$ cat src/rtl/led_pkg.sv
// Shared definitions for the LED sequencer: register addresses, table depth,
// control-word field positions, FSM state encoding and a control-word helper.
package led_pkg;

    localparam int STEPS = 8;

    localparam logic [5:0] ADDR_CTRL      = 6'h00;
    localparam logic [5:0] ADDR_LEN       = 6'h01;
    // Step table occupies 0x20..0x2F: bits[3:1] select the step, bit0 picks word A/B.
    localparam logic [5:0] ADDR_STEP_BASE = 6'h20;
    localparam logic [5:0] ADDR_STEP_MASK = 6'h30;

    localparam int CTRL_RUN_BIT  = 0;
    localparam int CTRL_LOOP_BIT = 1;

    localparam int CW_EN_BIT     = 0;
    localparam int CW_BRIGHT_LSB = 1;
    localparam int CW_BRIGHT_MSB = 8;

    typedef enum logic {
        IDLE = 1'b0,
        PLAY = 1'b1
    } state_t;

    function automatic logic [15:0] ctrl_word(input logic [7:0] bright);
        logic [15:0] w;
        w = '0;
        w[CW_EN_BIT] = 1'b1;
        w[CW_BRIGHT_MSB:CW_BRIGHT_LSB] = bright;
        return w;
    endfunction

endpackage

$ cat src/rtl/led_step_table.sv
// Step table: 8 entries of two 16-bit words.
//   word A = {R[15:8], G[7:0]}, word B = {B[15:8], HOLD[7:0]}
// Ports:
//   clock, reset (sync, active-low; clears every entry)
//   wr_en, wr_addr[5:0], wr_data[15:0] : register write port, decodes 0x20..0x2F
//   rd_idx[2:0]                        : asynchronous read index
//   rd_a[15:0], rd_b[15:0]             : words of entry rd_idx
module led_step_table #(
    parameter int DEPTH = 8
) (
    input  logic        clock,
    input  logic        reset,
    input  logic        wr_en,
    input  logic [5:0]  wr_addr,
    input  logic [15:0] wr_data,
    input  logic [2:0]  rd_idx,
    output logic [15:0] rd_a,
    output logic [15:0] rd_b
);
    import led_pkg::*;

    logic [15:0] mem_a [DEPTH];
    logic [15:0] mem_b [DEPTH];
    logic        hit;
    logic [2:0]  wr_idx;

    assign hit    = wr_en && ((wr_addr & ADDR_STEP_MASK) == ADDR_STEP_BASE);
    assign wr_idx = wr_addr[3:1];

    always_ff @(posedge clock) begin
        if (!reset) begin
            for (int i = 0; i < DEPTH; i++) begin
                mem_a[i] <= '0;
                mem_b[i] <= '0;
            end
        end else if (hit) begin
            if (wr_addr[0])
                mem_b[wr_idx] <= wr_data;
            else
                mem_a[wr_idx] <= wr_data;
        end
    end

    assign rd_a = mem_a[rd_idx];
    assign rd_b = mem_b[rd_idx];

endmodule

$ cat src/rtl/led_sequencer.sv
// LED colour sequencer: plays steps 0..LEN from the step table, each held for
// (HOLD+1) prescaler ticks, optionally looping; drives three channel words.
// Ports:
//   clock, reset (sync, active-low)
//   wr_en, wr_addr[5:0], wr_data[15:0] : register writes (CTRL, LEN, step table)
//   control_red/grn/blu[15:0]          : {7'b0, brightness, enable}
//   busy     : high while playing
//   step_idx : current step
//   done     : one-cycle pulse when a non-looping sequence ends
//
// state | meaning
// IDLE  | outputs zero, waiting for a CTRL write with run=1
// PLAY  | showing step step_idx; run is implied by being in this state
module led_sequencer #(
    parameter int STEPS    = 8,
    parameter int PRESCALE = 12000
) (
    input  logic        clock,
    input  logic        reset,
    input  logic        wr_en,
    input  logic [5:0]  wr_addr,
    input  logic [15:0] wr_data,
    output logic [15:0] control_red,
    output logic [15:0] control_grn,
    output logic [15:0] control_blu,
    output logic        busy,
    output logic [2:0]  step_idx,
    output logic        done
);
    import led_pkg::*;

    localparam int             PW       = (PRESCALE > 1) ? $clog2(PRESCALE) : 1;
    localparam logic [PW-1:0]  PRE_LAST = PW'(PRESCALE - 1);

    state_t         state_q, state_nxt;
    logic           loop_q, loop_nxt;
    logic [2:0]     len_q, len_nxt;
    logic [2:0]     step_q, step_nxt;
    logic [PW-1:0]  pre_q, pre_nxt;
    logic [7:0]     hold_q, hold_nxt;
    logic [7:0]     hcnt_q, hcnt_nxt;
    logic [15:0]    red_q, red_nxt, grn_q, grn_nxt, blu_q, blu_nxt;
    logic           done_q, done_nxt;

    logic [15:0]    rd_a, rd_b;
    logic [2:0]     rd_idx, next_idx;
    logic           ctrl_wr, len_wr, tick, last_tick, wrap;

    // Read port always points at the step that would be loaded next, so the
    // colour is latched on the same edge the step changes.
    led_step_table #(.DEPTH(STEPS)) u_table (
        .clock   (clock),
        .reset   (reset),
        .wr_en   (wr_en),
        .wr_addr (wr_addr),
        .wr_data (wr_data),
        .rd_idx  (rd_idx),
        .rd_a    (rd_a),
        .rd_b    (rd_b)
    );

    assign ctrl_wr   = wr_en && (wr_addr == ADDR_CTRL);
    assign len_wr    = wr_en && (wr_addr == ADDR_LEN);
    assign tick      = (pre_q == PRE_LAST);
    assign last_tick = tick && (hcnt_q == hold_q);
    // LEN is compared live so a shortened LEN ends/wraps at the current step.
    assign wrap      = (step_q >= len_q);
    assign next_idx  = wrap ? 3'd0 : step_q + 3'd1;
    assign rd_idx    = (state_q == PLAY) ? next_idx : 3'd0;

    always_ff @(posedge clock) begin
        if (!reset)
            state_q <= IDLE;
        else
            state_q <= state_nxt;
    end

    always_comb begin
        state_nxt = state_q;
        step_nxt  = step_q;
        pre_nxt   = pre_q;
        hold_nxt  = hold_q;
        hcnt_nxt  = hcnt_q;
        red_nxt   = red_q;
        grn_nxt   = grn_q;
        blu_nxt   = blu_q;
        done_nxt  = 1'b0;
        loop_nxt  = ctrl_wr ? wr_data[CTRL_LOOP_BIT] : loop_q;
        len_nxt   = len_wr ? wr_data[2:0] : len_q;

        case (state_q)
            IDLE: begin
                if (ctrl_wr && wr_data[CTRL_RUN_BIT]) begin
                    state_nxt = PLAY;
                    step_nxt  = rd_idx;
                    pre_nxt   = '0;
                    hcnt_nxt  = '0;
                    hold_nxt  = rd_b[7:0];
                    red_nxt   = ctrl_word(rd_a[15:8]);
                    grn_nxt   = ctrl_word(rd_a[7:0]);
                    blu_nxt   = ctrl_word(rd_b[15:8]);
                end
            end
            PLAY: begin
                // An explicit stop beats a coincident step-end tick.
                if ((ctrl_wr && !wr_data[CTRL_RUN_BIT]) || (last_tick && wrap && !loop_q)) begin
                    state_nxt = IDLE;
                    step_nxt  = '0;
                    pre_nxt   = '0;
                    hcnt_nxt  = '0;
                    hold_nxt  = '0;
                    red_nxt   = '0;
                    grn_nxt   = '0;
                    blu_nxt   = '0;
                    done_nxt  = !(ctrl_wr && !wr_data[CTRL_RUN_BIT]);
                end else if (last_tick) begin
                    step_nxt  = rd_idx;
                    pre_nxt   = '0;
                    hcnt_nxt  = '0;
                    hold_nxt  = rd_b[7:0];
                    red_nxt   = ctrl_word(rd_a[15:8]);
                    grn_nxt   = ctrl_word(rd_a[7:0]);
                    blu_nxt   = ctrl_word(rd_b[15:8]);
                end else if (tick) begin
                    pre_nxt   = '0;
                    hcnt_nxt  = hcnt_q + 8'd1;
                end else begin
                    pre_nxt   = pre_q + 1'b1;
                end
            end
            default: state_nxt = IDLE;
        endcase
    end

    always_ff @(posedge clock) begin
        if (!reset) begin
            loop_q <= 1'b0;
            len_q  <= '0;
            step_q <= '0;
            pre_q  <= '0;
            hold_q <= '0;
            hcnt_q <= '0;
            red_q  <= '0;
            grn_q  <= '0;
            blu_q  <= '0;
            done_q <= 1'b0;
        end else begin
            loop_q <= loop_nxt;
            len_q  <= len_nxt;
            step_q <= step_nxt;
            pre_q  <= pre_nxt;
            hold_q <= hold_nxt;
            hcnt_q <= hcnt_nxt;
            red_q  <= red_nxt;
            grn_q  <= grn_nxt;
            blu_q  <= blu_nxt;
            done_q <= done_nxt;
        end
    end

    assign control_red = red_q;
    assign control_grn = grn_q;
    assign control_blu = blu_q;
    assign busy        = (state_q == PLAY);
    assign step_idx    = step_q;
    assign done        = done_q;

endmodule

$ cat config.mk
export PLATFORM = sky130hd
export DESIGN_NAME = led_sequencer
export DESIGN_NICKNAME = d
export VERILOG_FILES = /design/src/rtl/led_pkg.sv /design/src/rtl/led_step_table.sv /design/src/rtl/led_sequencer.sv
export SDC_FILE = /design/constraint.sdc
export NUM_CORES = 1
export LEC_CHECK = 0
export CORE_MARGIN = 2
export CORE_UTILIZATION = 60
export DETAILED_ROUTE_END_ITERATION = 8
export PLACE_DENSITY = 0.8
export SYNTH_ARGS = -nofsm -noshare
export SYNTH_HDL_FRONTEND = slang
export SYNTH_SLANG_ARGS = --single-unit
$ cat constraint.sdc
create_clock -name clock -period 3.5 [get_ports clock]
set_clock_uncertainty 0.1 [all_clocks]
set_input_delay 0.7 -clock clock [delete_from_list [all_inputs] [get_ports clock]]
set_output_delay 0.7 -clock clock [all_outputs]
set_load 0.1 [all_outputs]
==> results of run 1 <==
## critical path, cell delays in order (launching register included)
cell     delay [ps]
dfxtp_2         510
ha_1            420
xor2_4          210
buf_12          390
nand2_1         370
buf_4           320
nor3_1          140
nor3_1           60
a21oi_1         350
o21ai_0         120
## worst max-delay path by stage
stage	startpoint	end	slack, ps	cells past startpoint
2_1_floorplan	reset	u_table.mem_b[5][0]	370	4
3_3_place_gp	wr_addr[2]	hcnt_q[5]	230	7
3_5_place_dp	wr_addr[2]	hcnt_q[4]	160	7
4_1_cts	step_idx[0]	control_blu[8]	330	9
5_1_grt	step_idx[0]	control_blu[8]	140	9
6_report	step_idx[0]	control_blu[8]	310	9
## power by group through the flow
stage | logic, mW | registers [mW] | clock network [mW]
4_1_cts | 0.431 | 4.30 | 3.42
2_1_floorplan | 0.293 | 4.37 | 0
5_1_grt | 0.461 | 4.31 | 3.57
3_5_place_dp | 0.429 | 4.38 | 0
6_report | 0.435 | 4.30 | 3.40
3_3_place_gp | 0.420 | 4.37 | 0
## logic make-up (layout without fill, tap and decap cells)
logic type,count (synthesis),count (layout)
AO/OA/AOI/OAI,262,262
buffers and inverters,121,171
adder cells (fa/ha/maj),6,6
flip-flops,320,320
XOR/XNOR,20,20
multiplexers,52,52
other,1,22
AND/OR/NAND/NOR,508,508
## routing by layer
metal / vias to the layer above / global-route usage / wire, µm
li1: 4721 / - / -
met2: 555 / 0.484 / 17900
met5: - / 0 / 0
met4: 0 / 0.0921 / 810
met3: 69 / 0.0671 / 3860
met1: 5158 / 0.390 / 14900
## area by class of cell
cell class / count / area share
Tap cell: 324 / 0.0243
Antenna cell: 1 / 0.000150
Inverter: 4 / 0.000899
Timing Repair Buffer: 109 / 0.0542
Sequential cell: 320 / 0.537
Clock inverter: 15 / 0.00689
Clock buffer: 43 / 0.0548
Multi-Input combinational cell: 869 / 0.322
## registers in the layout, summed over array words and instances, names as in the netlist
signal / count
u_table.mem_b: 128
busy: 1
hold_q: 8
loop_q: 1
control_grn: 8
hcnt_q: 8
pre_q: 14
control_blu: 8
done: 1
len_q: 3
u_table.mem_a: 128
control_red: 9
step_idx: 3
## metrics by stage
step                utilization  hold WS [ps]  total power, mW
finish                    0.689           352             8.13
global route              0.689           370             8.34
CTS                       0.689           356             8.15
detailed placement        0.646           344             4.81
global placement          0.646           338             4.79
floorplan                     -           344             4.67
## placed cells by master (no fill, tap or decap), types with 14 or more instances in the layout
cell and instances:
xor2_1 14, o32ai_1 16, a31oi_1 16, edfxtp_1 256
and2_1 256, nor2_1 40, clkdlybuf4s50_1 25, a221o_1 17
mux2_2 30, dfxtp_1 63, buf_4 82, nor3_1 41
nand3_1 38, o21ai_1 16, mux2i_1 22, o221ai_1 16
nand2_1 85, a21oi_1 95, clkbuf_16 35, o21ai_0 70
conb_1 21
==> flow_summary.yaml, run 1 <==
route:
  drtIter0Drc: 1221
  wl_per_cell_um: 22.2
  num_vias: 10500
  first_pass_iters: 5
  drc: 0
  via_per_inst: 6.23
  antenna_left: 0
  wl_um: 37500
sta:
  worst_slew_pin_slew_ps: 1270
  tns_ps: 0
  drv_slew: 0
  slew_headroom: 0.151
  final.period_utilization: 0.912
  rsz0062_at_grt: "false"
  final-setup-viol-count: 0
  timing.final.ws_setup_ps: 307
  finalCriticalPeriod_ps: 3190
  fmax_mhz: 313
  finalHoldViolations: 0
clock_tree:
  htree_levels: 2
  tritoncts: "done"
  cts_made_buffers: 34
  ctsHoldBuffers: 0
  post-cts-setup-buffer-count: 0
  clock_latency_ps: 530
  postCtsResizedCells: 0
  numClockSinks: 320
  root_buffer: "clkbuf_16"
  clockBufferDepth: 3
  clkTransAtPathRegs_ps: 60
global_routing:
  grt_pass1_wl_um: 58200
  grt_pass1_vias: 10400
  grt_usage: 0.293
  grt_antenna_before_repair: 0
  overflow: 0
  grt_max_degree: 96
yosys:
  yosys.area_share.adder: 0.00508
  synth-xor-area-share: 0.0119
  syn_area_um2: 14800
  synth_edf_count: 256
  netlist.area_leader.share: 0.520
  synth_ff_type: "edfxtp_1"
  synth_seq_cells: 320
  synth.top_cells.by_count: "256 x and2_1, 256 x edfxtp_1, 95 x a21oi_1"
  synth_top_family_by_area: "simple AND/OR/NAND/NOR gates"
  ys_warn_count: 0
  yosysSeqAreaShare: 0.607
  synthDistinctLibCells: 53
  async_reset_ff_frac: 0
  synthSimpleGateAreaFrac: 0.191
  synth_mux_area_frac: 0.0378
  netlist_top_cells_area: "edfxtp_1 52%, and2_1 11%, dfxtp_1 8.7%"
  yosys.area.top_type: "edfxtp_1"
  avgSynthCellArea_um2: 11.4
  synthCells: 1290
  synth-compound-area-share: 0.109
die:
  ios: 78
  initial_utilization: 0.609
  die_x_um: 161
  die-area_um2: 25900
  row_count: 57
  core_um2: 24200
  die_height_um: 161
placed_design:
  placed_cells: 1626
  dpl_cell_area_um2: 15700
  port_buffers: 56
  dp_slack_ps: 159
  hpwl_um: 22200
  place.gp.congestion: 0.818
setup_path:
  worstPathRequired_ps: 3790
  r2r_setup_slack_ps: 310
  r2r_cells: 9
  r2r_start: "step_idx[0]"
  crit_type: "reg -> reg"
  arrival_ps: 3480
  r2r_end: "control_blu[8]"
  end_kind: "flip-flop"
  worst-path-max-fanout: 95
  worst_setup_path_start_kind: "flip-flop"
power:
  p_int_mw: 6.30
  p_comb_frac: 0.054
  powerDensity_nw_per_um2: 487
  p_sw_frac: 0.226
  leakagePower_nw: 6.01
  pwr-share-seq: 0.529
  ir_drop_v: 0.000492
  switchingPower_mw: 1.83
  p_clk_frac: 0.418
hold_path:
  hold_path.startpoint: "control_grn[1]"
  hold_depth: 2
  min_to: "control_grn[1]"
  min_path_type: "reg -> reg"
final_layout:
  synthToLayoutAreaGrowth_pct: 13.1
  multi_input_area_um2: 5370
  drive_gt1_frac: 0.128
  nets: 1369
  ff_latch_area_um2: 8970
  design_area_um2: 16700
  fin_cells: 1685
  fillers: 1707
status:
  outcome: "finished, final reports clean"
flow_run:
  max_cap_viol_count: 0
Power figures use the tool's default switching activity.
==> run 2: changes to the inputs <==
--- a/constraint.sdc
+++ b/constraint.sdc
@@ -4,2 +4,2 @@
 set_output_delay 0.7 -clock clock [all_outputs]
-set_load 0.1 [all_outputs]
+set_load 0.005 [all_outputs]
==> run 2 against run 1 <==
Maximum frequency grew 3.2%; utilization grew 0.43 points; hold slack gained 1.1 ps; critical endpoint is now control_blu[5]; wire length shrank 3.7%; critical path type unchanged.
==> flow_summary.yaml, run 2 (synthesized netlist as in run 1, its figures left out) <==
final_layout:
  diodes: 0
  final_cell_mix: "256 x and2_1, 256 x edfxtp_1, 95 x a21oi_1"
  synthToLayoutAreaGrowth_pct: 13.8
  utilization: 0.693
  top_regs: "u_table.mem_a x128, u_table.mem_b x128, pre_q x14"
  nets: 1369
  fin_cells: 1686
  drive_gt1_frac: 0.102
die:
  core_um2: 24200
  die_x_um: 161
  row_count: 57
  die_height_um: 161
  die-area_um2: 25900
  initial_utilization: 0.609
  ios: 78
global_routing:
  grt_pass1_wl_um: 55800
  grt_usage: 0.279
  grt_max_degree: 58
  overflow: 0
  grt_pass1_vias: 10100
  grt_antenna_before_repair: 0
flow_run:
  max_cap_viol_count: 0
power:
  power_mw: 7.96
  ir_drop_v: 0.000309
  leakagePower_nw: 5.96
  powerDensity_nw_per_um2: 473
sta:
  finalHoldViolations: 0
  drv_slew: 0
  tns_ps: 0
  worst_slew_pin_slew_ps: 1250
  rsz0062_at_grt: "false"
  final.period_utilization: 0.884
  final-setup-viol-count: 0
  finalCriticalPeriod_ps: 3090
  slew_headroom: 0.165
  fmax_mhz: 323
status:
  outcome: "finished, final reports clean"
placed_design:
  port_buffers: 56
  placed_cells: 1629
  hpwl_um: 22200
  place.gp.congestion: 0.832
route:
  drc: 0
  wl_um: 36100
  drtIter0Drc: 1400
  via_per_inst: 6.13
  wl_per_cell_um: 21.4
  antenna_left: 0
  num_vias: 10300
  first_pass_iters: 6
clock_tree:
  tritoncts: "done"
  clockBufferDepth: 3
  numClockSinks: 320
  ctsHoldBuffers: 0
  clock_latency_ps: 560
  root_buffer: "clkbuf_16"
  htree_levels: 1
  postCtsResizedCells: 0
  post-cts-setup-buffer-count: 0
  cts_made_buffers: 31
  clkTransAtPathRegs_ps: 60
setup_path:
  worst_setup_path_start_kind: "flip-flop"
  arrival_ps: 3420
  end_kind: "flip-flop"
  r2r_start: "step_idx[1]"
  crit_type: "reg -> reg"
  crit_start: "step_idx[1]"
  worst-path-max-fanout: 18
  worstPathRequired_ps: 3820
hold_path:
  hold_path.startpoint: "control_blu[7]"
  min_path_type: "reg -> reg"
## run 2: cell types whose count changed in the layout (fill, tap and decap cells not counted), moves of 2 or more
cell / previous run / this run
buf_4: 82 / 51
clkbuf_16: 35 / 31
bufinv_16: 1 / 4
clkbuf_1: 7 / 9
clkinvlp_4: 3 / 1
buf_12: 2 / 5
clkinv_2: 5 / 2
clkdlybuf4s50_1: 25 / 56
clkinv_1: 4 / 7
clkinvlp_2: 0 / 2
## run 2: power by group
part | internal (mW) | leakage [nW] | switching (mW)
registers | 4.25 | 2.95 | 0.0474
logic | 0.115 | 2.53 | 0.225
clock network | 1.94 | 0.478 | 1.38
total | 6.31 | 5.96 | 1.65
## run 2: final cells by class
cell class	instances	area (µm²)
clock buffers	41	823
clock inverters	16	179
fillers	1782	7440
inverters	4	15.0
multi-input cells	869	5370
flip-flops and latches	320	8970
well taps	324	405
repair buffers	112	1040
## run 2: critical path, cell delays in order, from the launching register on
cell     delay, ps
dfxtp_1        430
ha_1           410
xor2_4         290
buf_4          310
nand2_1        450
nor3_1         330
nor3_1         130
a21oi_1        370
o21ai_0        130
## run 2: final timing paths
check | cells past startpoint | slack (ps) | to
setup / recovery | 8 | 410 | control_blu[5]
hold / removal | 2 | 350 | control_blu[7]
setup reg to reg | 8 | 410 | control_blu[5]
hold reg to reg | 2 | 350 | control_blu[7]
## run 2: per-layer routing
layer / up-vias / GRT usage / part of all wire
li1: 4717 / - / -
met1: 5058 / 0.381 / 0.41
met2: 475 / 0.462 / 0.48
met3: 83 / 0.0405 / 0.080
met4: 0 / 0.0925 / 0.030
met5: - / 0 / 0
## run 2: stage by stage
stage | hold slack, ps | cell area, µm² | worst slack [ps]
after floorplan | 344 | 14800 | 367
after global placement | 337 | 15800 | 315
after detailed placement | 346 | 15800 | 229
after CTS | 358 | 16800 | 459
after global routing | 373 | 16800 | 211
final | 353 | 16800 | 405
